<file path="config.mk">
export PLATFORM = sky130hd
export DESIGN_NAME = maf_addend_aligner
export DESIGN_NICKNAME = d
export VERILOG_FILES = /design/src/rtl/maf_pkg.sv /design/src/rtl/maf_addend_aligner_align_shift_stage.sv /design/src/rtl/maf_addend_aligner.sv
export SDC_FILE = /design/constraint.sdc
export NUM_CORES = 1
export LEC_CHECK = 0
export CORE_UTILIZATION = 55
export DETAILED_ROUTE_END_ITERATION = 10
export GPL_TIMING_DRIVEN = 0
export PLACE_DENSITY = 0.79
export SYNTH_ARGS = -nofsm -noshare
export SYNTH_HDL_FRONTEND = slang
export SYNTH_SLANG_ARGS = --single-unit
</file>
<file path="constraint.sdc">
create_clock -name clk -period 4.05 [get_ports clk]
set_clock_uncertainty 0.15 [all_clocks]
set_input_delay 1.215 -clock clk [delete_from_list [all_inputs] [get_ports clk]]
set_output_delay 1.215 -clock clk [all_outputs]
set_load 0.05 [all_outputs]
</file>
<file path="src/rtl/maf_pkg.sv">
// Shared definitions for the single-precision MAF datapath.
// Holds the field widths, the mode encodings and the per-beat sideband
// bundle that travels alongside the addend through the aligner. The
// difference and adder stages use the same bundle.
package maf_pkg;

  localparam int MAN_W   = 24;
  localparam int ALIGN_W = 3 * MAN_W + 2;

  localparam logic [2:0] MODE1 = 3'b000;
  localparam logic [2:0] MODE2 = 3'b001;

  // Sideband that rides with one addend beat.
  typedef struct packed {
    logic       eff_sub;   // effective subtraction (already masked in mode 2)
    logic [7:0] sdiff;     // exponent difference, passed through untouched
    logic [2:0] cont;      // mode field, passed through untouched
    logic       clamp_lo;  // shift count was negative, forced to 0
    logic       clamp_hi;  // shift count beyond the field, data zeroed
    logic       unsup;     // mode 2 beat, data fields forced to 0
  } align_beat_t;

  // Mode 2 beats are carried through the pipe but produce no data.
  function automatic logic is_mode2(input logic [2:0] cont);
    return (cont == MODE2);
  endfunction

endpackage

</file>
<file path="src/rtl/maf_addend_aligner_align_shift_stage.sv">
// One pipeline stage of the addend aligner: a right shift by
// amt_i * GRAN, OR-reduction of the bits pushed past bit 0 into the
// running sticky, and a valid/ready register holding the result.
// With INV set the stage also applies the effective-subtraction
// one's complement and produces the adder carry-in.
//
// Ports:
//   clk, rstn            clock, async active-low reset
//   in_valid / in_ready  upstream handshake (in_ready = stage can load)
//   data_i, sticky_i     field and sticky arriving from upstream
//   amt_i                shift amount in units of GRAN
//   beat_i / beat_o      sideband bundle, registered with the data
//   out_valid/out_ready  downstream handshake
//   data_o, sticky_o     registered field and accumulated sticky
//   cin_o                registered carry-in (meaningful only with INV)
module align_shift_stage
  import maf_pkg::*;
#(
  parameter int W    = ALIGN_W,
  parameter int GRAN = 8,
  parameter int SH_W = 4,
  parameter bit INV  = 1'b0
) (
  input  logic            clk,
  input  logic            rstn,
  input  logic            in_valid,
  output logic            in_ready,
  input  logic [W-1:0]    data_i,
  input  logic            sticky_i,
  input  logic [SH_W-1:0] amt_i,
  input  align_beat_t     beat_i,
  output logic            out_valid,
  input  logic            out_ready,
  output logic [W-1:0]    data_o,
  output logic            sticky_o,
  output logic            cin_o,
  output align_beat_t     beat_o
);

  localparam logic [6:0] GRAN_L = 7'(GRAN);

  logic [6:0]   sh_s;
  logic [W-1:0] shifted_s;
  logic [W-1:0] mask_s;
  logic [W-1:0] data_n_s;
  logic         dropped_s;
  logic         sticky_n_s;
  logic         inv_s;
  logic         cin_n_s;
  logic         load_s;
  logic         valid_r;

  // The stage may load whenever it is empty or its content leaves this cycle.
  assign load_s    = ~valid_r | out_ready;
  assign in_ready  = load_s;
  assign out_valid = valid_r;

  // Shift, collect dropped bits into sticky, optional complement and carry-in.
  always_comb begin
    sh_s       = 7'(amt_i) * GRAN_L;
    shifted_s  = data_i >> sh_s;
    // Low sh_s bits are exactly the ones that fall off the right end.
    mask_s     = ~({W{1'b1}} << sh_s);
    dropped_s  = |(data_i & mask_s);
    sticky_n_s = sticky_i | dropped_s;
    if (INV) begin
      inv_s = beat_i.eff_sub;
    end else begin
      inv_s = 1'b0;
    end
    data_n_s = shifted_s ^ {W{inv_s}};
    // The +1 of the two's complement is only needed when nothing was
    // shifted out; otherwise the sticky bit absorbs it.
    cin_n_s  = inv_s & ~sticky_n_s;
  end

  // Stage occupancy flag.
  always_ff @(posedge clk or negedge rstn) begin
    if (!rstn) begin
      valid_r <= 1'b0;
    end else if (load_s) begin
      valid_r <= in_valid;
    end
  end

  // Payload register, written only on an accepted beat.
  always_ff @(posedge clk or negedge rstn) begin
    if (!rstn) begin
      data_o   <= {W{1'b0}};
      sticky_o <= 1'b0;
      cin_o    <= 1'b0;
      beat_o   <= '{eff_sub: 1'b0, sdiff: 8'h00, cont: 3'b000,
                    clamp_lo: 1'b0, clamp_hi: 1'b0, unsup: 1'b0};
    end else if (load_s && in_valid) begin
      data_o   <= data_n_s;
      sticky_o <= sticky_n_s;
      cin_o    <= cin_n_s;
      beat_o   <= beat_i;
    end
  end

endmodule

</file>
<file path="src/rtl/maf_addend_aligner.sv">
// Addend aligner of the single-precision MAF datapath. Places the C
// mantissa at the top of the 74-bit alignment field and right-shifts it
// by the alignment count in two registered steps (coarse by 8, fine by
// 1), producing the aligned addend, sticky and carry-in for the adder.
//
// Ports:
//   clk, rstn             clock, async active-low reset
//   in_valid / in_ready   input handshake
//   man_c                 C mantissa, hidden bit at the MSB
//   eff_sub               effective subtraction
//   asc                   alignment shift count, two's complement
//   sdiff, cont           exponent difference and mode, passed through
//   out_valid / out_ready output handshake
//   aligned, sticky, cin  aligned addend (complemented if eff_sub),
//                         sticky bit, adder carry-in
//   sdiff_o, cont_o       pass-through fields delayed with their beat
//   clamp_lo, clamp_hi    shift count clamped at 0 / beyond the field
//   unsup                 mode 2 beat, data forced to 0
module maf_addend_aligner
  import maf_pkg::*;
#(
  parameter int MAN_W   = maf_pkg::MAN_W,
  parameter int ALIGN_W = maf_pkg::ALIGN_W
) (
  input  logic               clk,
  input  logic               rstn,
  input  logic               in_valid,
  output logic               in_ready,
  input  logic [MAN_W-1:0]   man_c,
  input  logic               eff_sub,
  input  logic [7:0]         asc,
  input  logic [7:0]         sdiff,
  input  logic [2:0]         cont,
  output logic               out_valid,
  input  logic               out_ready,
  output logic [ALIGN_W-1:0] aligned,
  output logic               sticky,
  output logic               cin,
  output logic [7:0]         sdiff_o,
  output logic [2:0]         cont_o,
  output logic               clamp_lo,
  output logic               clamp_hi,
  output logic               unsup
);

  localparam logic [6:0] LIM_L = 7'(ALIGN_W);
  localparam int         PAD_W = ALIGN_W - MAN_W;

  logic               neg_s;
  logic               hi_s;
  logic               unsup_s;
  logic [6:0]         s_s;
  logic [MAN_W-1:0]   man_eff_s;
  logic [ALIGN_W-1:0] data0_s;
  logic               sticky0_s;
  align_beat_t        beat0_s;

  logic [2:0]         fine_r;
  logic               v1_s;
  logic               rdy2_s;
  logic [ALIGN_W-1:0] data1_s;
  logic               sticky1_s;
  logic               cin1_s;
  align_beat_t        beat1_s;
  align_beat_t        beat2_s;
  logic               unused_s;

  // Decode the shift count and build the unshifted field and sideband.
  always_comb begin
    neg_s   = asc[7];
    hi_s    = ~asc[7] & (asc[6:0] >= LIM_L);
    unsup_s = is_mode2(cont);
    if (neg_s || hi_s) begin
      s_s = 7'd0;
    end else begin
      s_s = asc[6:0];
    end
    // Out-of-range and mode 2 beats enter the pipe with an empty field.
    if (unsup_s || hi_s) begin
      man_eff_s = {MAN_W{1'b0}};
    end else begin
      man_eff_s = man_c;
    end
    data0_s   = {man_eff_s, {PAD_W{1'b0}}};
    // Everything is shifted out when the count is beyond the field.
    sticky0_s = hi_s & ~unsup_s & (|man_c);
    beat0_s.eff_sub  = eff_sub & ~unsup_s;
    beat0_s.sdiff    = sdiff;
    beat0_s.cont     = cont;
    beat0_s.clamp_lo = neg_s;
    beat0_s.clamp_hi = hi_s;
    beat0_s.unsup    = unsup_s;
  end

  // Fine shift amount travels beside the coarse stage, loaded with it.
  always_ff @(posedge clk or negedge rstn) begin
    if (!rstn) begin
      fine_r <= 3'd0;
    end else if (in_valid && in_ready) begin
      fine_r <= s_s[2:0];
    end
  end

  align_shift_stage #(
    .W    (ALIGN_W),
    .GRAN (8),
    .SH_W (4),
    .INV  (1'b0)
  ) u_coarse (
    .clk       (clk),
    .rstn      (rstn),
    .in_valid  (in_valid),
    .in_ready  (in_ready),
    .data_i    (data0_s),
    .sticky_i  (sticky0_s),
    .amt_i     (s_s[6:3]),
    .beat_i    (beat0_s),
    .out_valid (v1_s),
    .out_ready (rdy2_s),
    .data_o    (data1_s),
    .sticky_o  (sticky1_s),
    .cin_o     (cin1_s),
    .beat_o    (beat1_s)
  );

  align_shift_stage #(
    .W    (ALIGN_W),
    .GRAN (1),
    .SH_W (3),
    .INV  (1'b1)
  ) u_fine (
    .clk       (clk),
    .rstn      (rstn),
    .in_valid  (v1_s),
    .in_ready  (rdy2_s),
    .data_i    (data1_s),
    .sticky_i  (sticky1_s),
    .amt_i     (fine_r),
    .beat_i    (beat1_s),
    .out_valid (out_valid),
    .out_ready (out_ready),
    .data_o    (aligned),
    .sticky_o  (sticky),
    .cin_o     (cin),
    .beat_o    (beat2_s)
  );

  assign sdiff_o  = beat2_s.sdiff;
  assign cont_o   = beat2_s.cont;
  assign clamp_lo = beat2_s.clamp_lo;
  assign clamp_hi = beat2_s.clamp_hi;
  assign unsup    = beat2_s.unsup;

  // Coarse-stage carry-in and final eff_sub have no consumer downstream.
  assign unused_s = ^{cin1_s, beat2_s.eff_sub};

endmodule

</file>
==> results.py <==
metrics = {
    "run_status": {
        "status": "finished, final reports clean",
    },
    "synthesis": {
        "yosysUniqueCellTypes": 56,
        "async_flop_share": 1.000,
        "yosysTopAreaCellShare": 0.4155,
        "synth_edf_count": 0,
        "synth_most_common_cell": "nand2_1",
        "ys_warn_count": 0,
        "yosys_most_used_dff": "dfrtp_1",
        "synth_nets": 1123,
        "avgSynthCellArea_sq_um": 10.36,
        "yosys_register_bits": 185,
        "netlist_area_sq_um": 11140,
        "synth_cells": 1075,
        "yosysSeqAreaShare": 0.4155,
        "synth_top_area_cell": "dfrtp_1",
        "synth_top_cells_by_count": "nand2_1, dfrtp_1, o21ai_0",
        "yosys-top-cells-area": "dfrtp_1, mux4_2, mux2i_1",
    },
    "route": {
        "viasPerCell": 6.389,
        "vias": 9565,
        "ant_nets": 0,
        "dr.first_iter.drc_count": 891,
        "drc": 0,
        "drt_wl_total_um": 33100,
        "dr.pass1.iters": 6,
        "wl_per_cell_um": 22.11,
    },
    "cts": {
        "cts.sinks": 185,
        "clock_tree.root_cell": "clkbuf_16",
        "tritoncts": "yes",
        "cts_hold_buf": 0,
        "clk_pin_slew_worst_paths_ns": 0.08,
        "cts_inserted_buffers": 17,
        "htree_levels": 4,
        "insertion_delay_ns": 0.44,
        "clock_path_buffers": 2,
    },
    "timing": {
        "max_freq_ghz": 0.2600,
        "hold_viol_final": 0,
        "period_needed_ns": 3.846,
        "relSlewSlack": 0.1131,
        "drv_slew": 0,
        "tightest_slew_ns": 1.318,
        "setup_viol": 0,
        "fin_crit_sh": 0.9495,
        "hold_slack_ns": 0.3249,
        "rsz0062_at_grt": "no",
    },
    "worst_setup_path": {
        "crit_chain": "clkdlybuf4s50_1 -> nand3b_1 -> dlygate4sd2_1",
        "crit_path_end_kind": "output pin",
        "critPathMaxFanout": 6,
        "start_kind": "input port",
        "slowest_delay_ns": 0.57,
        "slowest_stage": "dlygate4sd2_1",
        "worstSetupPathType": "input port to output pin",
        "crit_required_ns": 2.68,
        "arrival_ns": 2.48,
    },
    "finish": {
        "multi_input_area_sq_um": 6030,
        "diodes": 0,
        "final_layout_size_suffix_gt1_frac": 0.1291,
        "nets": 1267,
        "final_util": 0.6788,
        "area_growth_pct": 19.74,
        "seqCellArea_sq_um": 4629,
        "stdcell_area_sq_um": 13340,
        "nFillCells": 1567,
    },
    "floorplanning": {
        "fp.dieW_um": 144.3,
        "design.core.area_sq_um": 19650,
        "die-area_sq_um": 20830,
        "rows": 51,
        "ios": 140,
        "die_y_um": 144.3,
        "start_util": 0.5668,
    },
    "global_route": {
        "antenna_found_initial": 0,
        "grt_pass1_vias": 9198,
        "grt.overflow.total": 0,
        "grt_max_degree": 126,
        "track_usage": 0.3330,
        "grt_pass1_wl_um": 51380,
    },
    "power": {
        "ir_drop_mv": 0.3227,
        "power_uw": 6905,
        "p_leak_uw": 0.005690,
        "p_per_area_nw_per_um2": 517.6,
    },
    "min_path": {
        "hp-class": "flop to flop",
    },
    "flow_run": {
        "drv_cap": 0,
    },
    "place": {
        "portBuffers": 124,
        "placed_area_sq_um": 12750,
        "dp_hpwl_um": 23960,
        "place_congestion": 0.9494,
    },
}
==> flip-flops by register name, indices dropped and copies added (netlist names) <==
name and cells:
u_coarse.data_o 74, u_fine.data_o 74, u_coarse.beat_o 15, u_fine.beat_o 14
fine_r 3, u_coarse.out_valid 1, u_coarse.sticky_o 1, u_fine.cin_o 1
u_fine.out_valid 1, u_fine.sticky_o 1
==> critical path: cells and delay by family <==
family / cells / cell delay, ns
buf+inv: 2 / 1.03
simple gates: 1 / 0.24
==> layout make-up <==
cell class,instances,share of cell area
Timing Repair Buffer,125,0.09539
Clock buffer,17,0.03189
Buffer,104,0.03311
Tap cell,265,0.02485
Sequential cell,185,0.3470
Inverter,11,0.003095
Multi-Input combinational cell,775,0.4520
Clock inverter,15,0.01266
==> final timing paths <==
kind,from,end,slack [ns],cells after the start
max,out_ready,in_ready,0.20,3
min,u_coarse.beat_o[10],u_coarse.beat_o[10],0.32,2
max reg2reg,u_fine.out_valid,u_fine.data_o[17],1.32,7
min reg2reg,u_coarse.beat_o[10],u_coarse.beat_o[10],0.32,2
max in group asynchronous,rstn,u_fine.data_o[12],2.21,2
min in group asynchronous,rstn,u_fine.beat_o[7],0.54,1
==> per-layer routing <==
layer  routed length [um]  vias up  track usage
met3                 3444       87      0.07980
met4                 1135        0       0.1269
met5                    0        -            0
li1                     -     4207            -
met1                13150     4681       0.4523
met2                15370      590       0.5182
==> cell usage in the layout, fill, tap and decap left out, types with 19 or more instances in the layout <==
master,instances
dfrtp_1,185
mux2i_1,90
a32oi_1,22
mux4_2,69
nor2_1,19
clkdlybuf4s50_1,122
nand2_1,201
xnor2_1,74
buf_2,28
o21ai_0,136
clkbuf_1,58
==> metrics by stage <==
stage               TNS [ns]  cells  setup WS, ns
floorplan                  0   1075        0.9265
global placement    -1088.00   1464        -5.826
detailed placement    -12.21   1465       -0.2448
CTS                        0   1497        0.1734
global route               0   1497        0.1238
finish                     0   1497        0.2045
==> repair_timing <==
item | CTS | global route
hold endpoints to repair | 0 | 0
gates resized for setup | 1 | 2
setup endpoints to repair | 1 | 19
setup buffers | 0 | 0
pin swaps | 0 | 0
==> cells by family after synthesis <==
family                    share of synthesized area
AOI/OAI and AO/OA                            0.1417
xor gates and xnor gates                    0.05818
buffers and inverters                       0.04324
DFF                                          0.4155
muxes                                        0.2345
and+or+nand+nor                              0.1068
==> power by group <==
part	internal (uW)	leakage, uW	switching, uW
logic	998	0.00302	1750
clock network	887	0.000296	837
registers	2190	0.00237	251
Power figures use the tool's default switching activity.
